<file path="config.mk">
export PLATFORM = sky130hd
export DESIGN_NAME = alu_muldiv_ctrl
export DESIGN_NICKNAME = d
export VERILOG_FILES = /design/src/rtl/alu_pkg.sv /design/src/rtl/muldiv_seq.sv /design/src/rtl/alu_muldiv_ctrl.sv
export SDC_FILE = /design/constraint.sdc
export NUM_CORES = 1
export LEC_CHECK = 0
export ABC_AREA = 1
export BUFFER_PORTS_ARGS = -buffer_cell sky130_fd_sc_hd__buf_2
export CAP_MARGIN = 0
export CORE_ASPECT_RATIO = 1.4
export CORE_UTILIZATION = 55
export DETAILED_ROUTE_END_ITERATION = 8
export GPL_ROUTABILITY_DRIVEN = 0
export PLACE_DENSITY = 0.71
export SLEW_MARGIN = 25
export SYNTH_ARGS = -nofsm -noshare
export SYNTH_HDL_FRONTEND = slang
export SYNTH_HIERARCHICAL = 1
export SYNTH_SLANG_ARGS = --single-unit
</file>
<file path="constraint.sdc">
create_clock -name clk -period 6.65 [get_ports clk]
set_clock_uncertainty 0.1 [all_clocks]
set_input_delay 0.3325 -clock clk [delete_from_list [all_inputs] [get_ports clk]]
set_output_delay 0.3325 -clock clk [all_outputs]
set_load 0.05 [all_outputs]
</file>
<file path="src/rtl/alu_pkg.sv">
// Shared definitions for the EX-stage ALU control decoder and the mul/div sequencer:
// aluctrl codes, funct/aluop encodings, sequencer state and decoded HI/LO operation.
package alu_pkg;

    localparam logic [3:0] ALU_AND    = 4'b0000;
    localparam logic [3:0] ALU_OR     = 4'b0001;
    localparam logic [3:0] ALU_ADD    = 4'b0010;
    localparam logic [3:0] ALU_SUB    = 4'b0110;
    localparam logic [3:0] ALU_SLT    = 4'b0111;
    localparam logic [3:0] ALU_MFHI   = 4'b1000;
    localparam logic [3:0] ALU_MFLO   = 4'b1001;
    localparam logic [3:0] ALU_NOP_HL = 4'b1010;
    localparam logic [3:0] ALU_NOR    = 4'b1100;
    localparam logic [3:0] ALU_ERR    = 4'b1111;

    localparam logic [1:0] ALUOP_ADD   = 2'b00;
    localparam logic [1:0] ALUOP_SUB   = 2'b01;
    localparam logic [1:0] ALUOP_RTYPE = 2'b10;
    localparam logic [1:0] ALUOP_BAD   = 2'b11;

    localparam logic [5:0] FUN_MFHI  = 6'b010000;
    localparam logic [5:0] FUN_MTHI  = 6'b010001;
    localparam logic [5:0] FUN_MFLO  = 6'b010010;
    localparam logic [5:0] FUN_MTLO  = 6'b010011;
    localparam logic [5:0] FUN_MULT  = 6'b011000;
    localparam logic [5:0] FUN_MULTU = 6'b011001;
    localparam logic [5:0] FUN_DIV   = 6'b011010;
    localparam logic [5:0] FUN_DIVU  = 6'b011011;
    localparam logic [5:0] FUN_ADD   = 6'b100000;
    localparam logic [5:0] FUN_ADDU  = 6'b100001;
    localparam logic [5:0] FUN_SUB   = 6'b100010;
    localparam logic [5:0] FUN_SUBU  = 6'b100011;
    localparam logic [5:0] FUN_AND   = 6'b100100;
    localparam logic [5:0] FUN_OR    = 6'b100101;
    localparam logic [5:0] FUN_NOR   = 6'b100111;
    localparam logic [5:0] FUN_SLT   = 6'b101010;

    typedef enum logic [1:0] {
        SEQ_IDLE = 2'd0,
        SEQ_RUN  = 2'd1,
        SEQ_FIN  = 2'd2
    } seq_state_t;

    typedef enum logic [2:0] {
        MD_NONE  = 3'd0,
        MD_MULT  = 3'd1,
        MD_MULTU = 3'd2,
        MD_DIV   = 3'd3,
        MD_DIVU  = 3'd4,
        MD_MTHI  = 3'd5,
        MD_MTLO  = 3'd6
    } md_op_t;

    // True for the operations that occupy the iterative sequencer.
    function automatic logic md_is_seq(input md_op_t op);
        return (op == MD_MULT) || (op == MD_MULTU) || (op == MD_DIV) || (op == MD_DIVU);
    endfunction

endpackage

</file>
<file path="src/rtl/muldiv_seq.sv">
// Iterative multiply/divide sequencer owning HI/LO. One bit per cycle on operand
// magnitudes; the sign fix-up is applied while writing HI/LO on the final RUN edge.
module muldiv_seq
    import alu_pkg::*;
#(
    parameter int WIDTH = 32
) (
    input  logic             clk,
    input  logic             rst,
    input  logic             valid,
    input  md_op_t           op,
    input  logic [WIDTH-1:0] a,
    input  logic [WIDTH-1:0] b,
    output seq_state_t       state,
    output logic             busy,
    output logic [WIDTH-1:0] hi,
    output logic [WIDTH-1:0] lo
);

    localparam int CW = $clog2(WIDTH + 1);

    seq_state_t       state_reg;
    logic [CW-1:0]    count_reg;
    logic             busy_reg;
    logic [WIDTH-1:0] hi_reg;
    logic [WIDTH-1:0] lo_reg;

    // p_hi holds the partial product / running remainder (one guard bit),
    // p_lo holds the multiplier / dividend being shifted out.
    logic [WIDTH:0]   p_hi_reg;
    logic [WIDTH-1:0] p_lo_reg;
    logic [WIDTH-1:0] opnd_reg;
    logic [WIDTH-1:0] a_raw_reg;
    logic             is_div_reg;
    logic             neg_q_reg;
    logic             neg_r_reg;
    logic             div0_reg;

    logic             signed_op;
    logic             a_neg;
    logic             b_neg;
    logic [WIDTH-1:0] mag_a;
    logic [WIDTH-1:0] mag_b;

    logic [WIDTH:0]     mul_sum;
    logic [WIDTH:0]     div_shift;
    logic [WIDTH:0]     div_diff;
    logic [WIDTH:0]     p_hi_next;
    logic [WIDTH-1:0]   p_lo_next;
    logic [2*WIDTH-1:0] product;
    logic [2*WIDTH-1:0] product_fix;
    logic [WIDTH-1:0]   quot_fix;
    logic [WIDTH-1:0]   rem_fix;
    logic [WIDTH-1:0]   hi_fin;
    logic [WIDTH-1:0]   lo_fin;

    always_comb begin
        signed_op = (op == MD_MULT) || (op == MD_DIV);
        a_neg     = signed_op & a[WIDTH-1];
        b_neg     = signed_op & b[WIDTH-1];
        mag_a     = a_neg ? -a : a;
        mag_b     = b_neg ? -b : b;
    end

    always_comb begin
        mul_sum   = p_lo_reg[0] ? (p_hi_reg + {1'b0, opnd_reg}) : p_hi_reg;
        div_shift = {p_hi_reg[WIDTH-1:0], p_lo_reg[WIDTH-1]};
        div_diff  = div_shift - {1'b0, opnd_reg};
        if (is_div_reg) begin
            // Restoring step: keep the difference only when it did not borrow.
            if (!div_diff[WIDTH]) begin
                p_hi_next = div_diff;
                p_lo_next = {p_lo_reg[WIDTH-2:0], 1'b1};
            end else begin
                p_hi_next = div_shift;
                p_lo_next = {p_lo_reg[WIDTH-2:0], 1'b0};
            end
        end else begin
            p_hi_next = {1'b0, mul_sum[WIDTH:1]};
            p_lo_next = {mul_sum[0], p_lo_reg[WIDTH-1:1]};
        end

        product     = {p_hi_next[WIDTH-1:0], p_lo_next};
        product_fix = neg_q_reg ? -product : product;
        quot_fix    = neg_q_reg ? -p_lo_next : p_lo_next;
        rem_fix     = neg_r_reg ? -p_hi_next[WIDTH-1:0] : p_hi_next[WIDTH-1:0];

        if (!is_div_reg) begin
            hi_fin = product_fix[2*WIDTH-1:WIDTH];
            lo_fin = product_fix[WIDTH-1:0];
        end else if (div0_reg) begin
            hi_fin = a_raw_reg;
            lo_fin = '1;
        end else begin
            hi_fin = rem_fix;
            lo_fin = quot_fix;
        end
    end

    always_ff @(posedge clk) begin
        if (rst) begin
            state_reg  <= SEQ_IDLE;
            count_reg  <= '0;
            busy_reg   <= 1'b0;
            hi_reg     <= '0;
            lo_reg     <= '0;
            p_hi_reg   <= '0;
            p_lo_reg   <= '0;
            opnd_reg   <= '0;
            a_raw_reg  <= '0;
            is_div_reg <= 1'b0;
            neg_q_reg  <= 1'b0;
            neg_r_reg  <= 1'b0;
            div0_reg   <= 1'b0;
        end else begin
            case (state_reg)
                SEQ_IDLE: begin
                    if (valid && md_is_seq(op)) begin
                        state_reg  <= SEQ_RUN;
                        count_reg  <= CW'(WIDTH);
                        busy_reg   <= 1'b1;
                        p_hi_reg   <= '0;
                        p_lo_reg   <= mag_a;
                        opnd_reg   <= mag_b;
                        a_raw_reg  <= a;
                        is_div_reg <= (op == MD_DIV) || (op == MD_DIVU);
                        neg_q_reg  <= a_neg ^ b_neg;
                        neg_r_reg  <= a_neg;
                        div0_reg   <= (b == '0);
                    end else if (valid && op == MD_MTHI) begin
                        hi_reg <= a;
                    end else if (valid && op == MD_MTLO) begin
                        lo_reg <= a;
                    end
                end
                SEQ_RUN: begin
                    // A flushed instruction abandons the operation without touching HI/LO.
                    if (!valid) begin
                        state_reg <= SEQ_IDLE;
                        count_reg <= '0;
                        busy_reg  <= 1'b0;
                    end else begin
                        p_hi_reg  <= p_hi_next;
                        p_lo_reg  <= p_lo_next;
                        count_reg <= count_reg - CW'(1);
                        if (count_reg == CW'(1)) begin
                            state_reg <= SEQ_FIN;
                            hi_reg    <= hi_fin;
                            lo_reg    <= lo_fin;
                        end
                    end
                end
                SEQ_FIN: begin
                    state_reg <= SEQ_IDLE;
                    busy_reg  <= 1'b0;
                end
                default: begin
                    state_reg <= SEQ_IDLE;
                    busy_reg  <= 1'b0;
                end
            endcase
        end
    end

    assign state = state_reg;
    assign busy  = busy_reg;
    assign hi    = hi_reg;
    assign lo    = lo_reg;

endmodule

</file>
<file path="src/rtl/alu_muldiv_ctrl.sv">
// EX-stage ALU control: combinational aluop/funct decode and pipeline stall,
// with the HI/LO multiply/divide sequencer instantiated underneath.
module alu_muldiv_ctrl
    import alu_pkg::*;
#(
    parameter int WIDTH = 32
) (
    input  logic             clk,
    input  logic             rst,
    input  logic             valid,
    input  logic [1:0]       aluop,
    input  logic [5:0]       fun,
    input  logic [WIDTH-1:0] a,
    input  logic [WIDTH-1:0] b,
    output logic [3:0]       aluctrl,
    output logic             ctrl_err,
    output logic             stall,
    output logic             busy,
    output logic [WIDTH-1:0] hi,
    output logic [WIDTH-1:0] lo
);

    md_op_t     md_op;
    seq_state_t seq_state;

    always_comb begin
        aluctrl  = ALU_ERR;
        ctrl_err = 1'b1;
        md_op    = MD_NONE;
        case (aluop)
            ALUOP_ADD: begin
                aluctrl  = ALU_ADD;
                ctrl_err = 1'b0;
            end
            ALUOP_SUB: begin
                aluctrl  = ALU_SUB;
                ctrl_err = 1'b0;
            end
            ALUOP_RTYPE: begin
                ctrl_err = 1'b0;
                case (fun)
                    FUN_ADD, FUN_ADDU: aluctrl = ALU_ADD;
                    FUN_SUB, FUN_SUBU: aluctrl = ALU_SUB;
                    FUN_AND:           aluctrl = ALU_AND;
                    FUN_OR:            aluctrl = ALU_OR;
                    FUN_SLT:           aluctrl = ALU_SLT;
                    FUN_NOR:           aluctrl = ALU_NOR;
                    FUN_MFHI:          aluctrl = ALU_MFHI;
                    FUN_MFLO:          aluctrl = ALU_MFLO;
                    FUN_MTHI: begin
                        aluctrl = ALU_NOP_HL;
                        md_op   = MD_MTHI;
                    end
                    FUN_MTLO: begin
                        aluctrl = ALU_NOP_HL;
                        md_op   = MD_MTLO;
                    end
                    FUN_MULT: begin
                        aluctrl = ALU_NOP_HL;
                        md_op   = MD_MULT;
                    end
                    FUN_MULTU: begin
                        aluctrl = ALU_NOP_HL;
                        md_op   = MD_MULTU;
                    end
                    FUN_DIV: begin
                        aluctrl = ALU_NOP_HL;
                        md_op   = MD_DIV;
                    end
                    FUN_DIVU: begin
                        aluctrl = ALU_NOP_HL;
                        md_op   = MD_DIVU;
                    end
                    default: begin
                        aluctrl  = ALU_ERR;
                        ctrl_err = 1'b1;
                    end
                endcase
            end
            default: begin
                aluctrl  = ALU_ERR;
                ctrl_err = 1'b1;
            end
        endcase
    end

    // The issuing instruction is held until the sequencer reaches FIN, where it retires.
    assign stall = valid & md_is_seq(md_op) & (seq_state != SEQ_FIN);

    muldiv_seq #(
        .WIDTH(WIDTH)
    ) u_seq (
        .clk  (clk),
        .rst  (rst),
        .valid(valid),
        .op   (md_op),
        .a    (a),
        .b    (b),
        .state(seq_state),
        .busy (busy),
        .hi   (hi),
        .lo   (lo)
    );

endmodule

</file>
==> run summary <==
Netlist Area Pre-Place = 0.0197 sq mm
Min cycle time layout = 5.39 ns
Initial antenna violation count = 0
Reg clk slew, reported paths = 0.06 ns
Peak supply drop = 0.221 mV
DRC Markers = 0
Post-synth EDFFs = 0
Starting Density = 56.1%
Worst hold slack = 0.0120 ns
Via density = 5.87
Data arrival, critical path = 5.79 ns
First-pass GRT wire length = 119000 um
Global-route usage over all layers = 41.2%
Syn avg cell area = 5.57 sq um
Sum Neg Setup Slack = 0 ns
DRT Pass-1 Iters = 8
Synthesized flop and latch total = 206
Core footprint = 0.0351 sq mm
Finished Layout Cells = 4068
Status = finished clean
Gate Count Post-Synth = 3528
H-tree levels = 1
Dpl ws = 1.42 ns
Slowest cell on crit path = fa_1
Critical Path End Type = flip-flop
DIE AREA = 0.0365 sq mm
Final ANT Viol Nets = 0
Crit-path max cell delay = 0.45 ns
Drt total wl = 75900 um
WP data required = 7.04 ns
Total chip power = 4.52 mW
Mapped Nets = 3676
Site Rows = 81
Max-capacitance violation count = 0
Share of layout cells above drive strength 1 = 8.72%
Die Wd = 162 um
Largest register FFs = 33
DP HPWL = 56200 um
Worst slew pin tran = 1.05 ns
CTS tree = yes
Total CTS buffers = 24
Yosys Warn Count = 6
Clock sinks = 206
Sequential share of power = 29.5%
CP max FO = 32
Hold_buf cts = 11
Normalized max-slew margin = 29.4%
Post-CTS Setup Bufs = 0
Netlist cell types = 65
Final setup violation count = 0
WL per Instance = 18.7 um
PD cells = 210 mW/mm^2
Final setup margin = 1.26 ns
Ranking of synthesized cells by area = dfxtp_1 21%, nand2_1 20%, inv_1 10%
Vias in the first global route = 22700
Max Fclk = 0.185 GHz
Fin. Hold Viols = 0
Final period util = 81.1%
Post-synth top area cell = dfxtp_1
Clock root cell = clkbuf_16
Post-cts repair resize count = 0
Net switching power = 1.84 mW
DR iter-0 viols = 2404
Largest net degree at the start of global routing = 85
Register area share after synthesis = 21.0%
Ys async rst share = 0%
R2R cell count = 33
Top-area cell type share of the netlist area = 21.0%
Crit start category = flip-flop
RSZ-0062 raised after global routing = false
Io pins = 146
Switching share of power = 40.7%
Gr ovfl total = 0
Most frequent cell after synthesis = nand2_1
Fin nets = 3746
Placed cells = 4017
Clock power frac = 33.4%
Synth cell count leaders = 1024 x nand2_1, 541 x inv_1, 389 x nor2_1
DR vias = 23900
Ant. Diodes = 0
Lkg Pwr = 11.1 nW
Post-synth top flop = dfxtp_1
PortBufs = 145
Hold crit path type = in2reg
Max-slew violations = 0
Logic pwr share = 37.0%
Die Ht = 226 um
Worst-Skew Late Latency = 0.56 ns
Hold depth = 3
P_int = 2.68 mW
Area growth syn-to-layout = 9.80%
Most frequent CP cell = nand2_1
Critical path class = reg2reg
Clock Path Buffers = 3
==> worst max-delay path: cells and delay by family, from the launching register on <==
family / cells / cell delay [ns]
buffers and inverters: 4 / 0.86
DFF: 1 / 0.33
and+or+nand+nor: 20 / 2.20
adders and majority gates: 4 / 1.11
AOI/OAI and AO/OA: 5 / 0.69
==> per-layer routing <==
| metal | vias up | GRT usage (%) | share of wire (%) | routed length [um] |
|---|---|---|---|---|
| li1 | 11400 | - | - | - |
| met2 | 1361 | 68.9 | 46 | 35100 |
| met5 | - | 0 | 0 | 0 |
| met4 | 0 | 34.8 | 9.1 | 6950 |
| met3 | 418 | 7.77 | 9.2 | 6990 |
| met1 | 10700 | 45.0 | 35 | 26900 |
==> power groups by stage <==
| stage | Combinational (mW) | Sequential, mW | Clock [mW] |
|---|---|---|---|
| after floorplan | 1.12 | 1.40 | 0 |
| final | 1.68 | 1.34 | 1.51 |
| after global routing | 1.83 | 1.34 | 1.58 |
| after detailed placement | 1.60 | 1.36 | 0 |
| after CTS | 1.62 | 1.34 | 1.52 |
| after global placement | 1.58 | 1.36 | 0 |
==> area by class of cell <==
cell class	instances	area [sq um]
Multi-Input combinational cell	2620	12800
Fill cell	3590	13500
Timing Repair Buffer	186	1060
Inverter	560	2100
Tap cell	456	571
Sequential cell	206	4130
Clock buffer	32	702
Clock inverter	8	171
==> cells in the final DEF (no fill, tap or decap), types with 11 or more instances in the layout <==
master,n
nand2_1,1024
inv_1,539
nor2_1,384
a21oi_1,310
o21ai_0,241
nand3_1,240
dfxtp_1,204
buf_2,145
ha_1,71
xor2_1,35
nor3_1,32
o211ai_1,32
buf_4,30
nand4_1,26
clkbuf_16,25
o21ai_1,18
nor2_4,16
a31oi_1,15
inv_2,14
nand2_2,12
nor2_2,12
xnor2_1,12
dlygate4sd3_1,11
a221oi_1,11
nand3b_1,11
==> through the flow <==
| stage | utilization (%) | area, sq um |
|---|---|---|
| 2_1_floorplan | - | 19700 |
| 3_3_place_gp | 58.7 | 20600 |
| 3_5_place_dp | 58.7 | 20600 |
| 4_1_cts | 61.6 | 21600 |
| 5_1_grt | 61.6 | 21600 |
| 6_report | 61.6 | 21600 |
==> cell families (layout without fill, tap and decap cells) <==
logic type / count (synthesis) / count (layout) / synth area share (%)
AO/OA/AOI/OAI: 700 / 700 / 19.8
AND/OR/NAND/NOR: 1799 / 1799 / 38.5
buffers and inverters: 702 / 786 / 13.9
XOR/XNOR: 47 / 47 / 2.09
multiplexers: 1 / 1 / 0.115
adder cells (fa/ha/maj): 73 / 73 / 4.72
flip-flops: 206 / 206 / 21.0
==> final timing paths <==
check                             startpoint                               to  slack, ns
max reg2reg  u_seq/p_lo_reg[31]$_SDFFE_PP0P_        u_seq/hi[30]$_SDFFE_PP0P_       1.26
min                                     a[8]  u_seq/a_raw_reg[8]$_SDFFE_PP0P_       0.01
min reg2reg         u_seq/hi[7]$_SDFFE_PP0P_         u_seq/hi[7]$_SDFFE_PP0P_       0.37
max          u_seq/p_lo_reg[31]$_SDFFE_PP0P_        u_seq/hi[30]$_SDFFE_PP0P_       1.26
(Power assumes the default switching activity.)
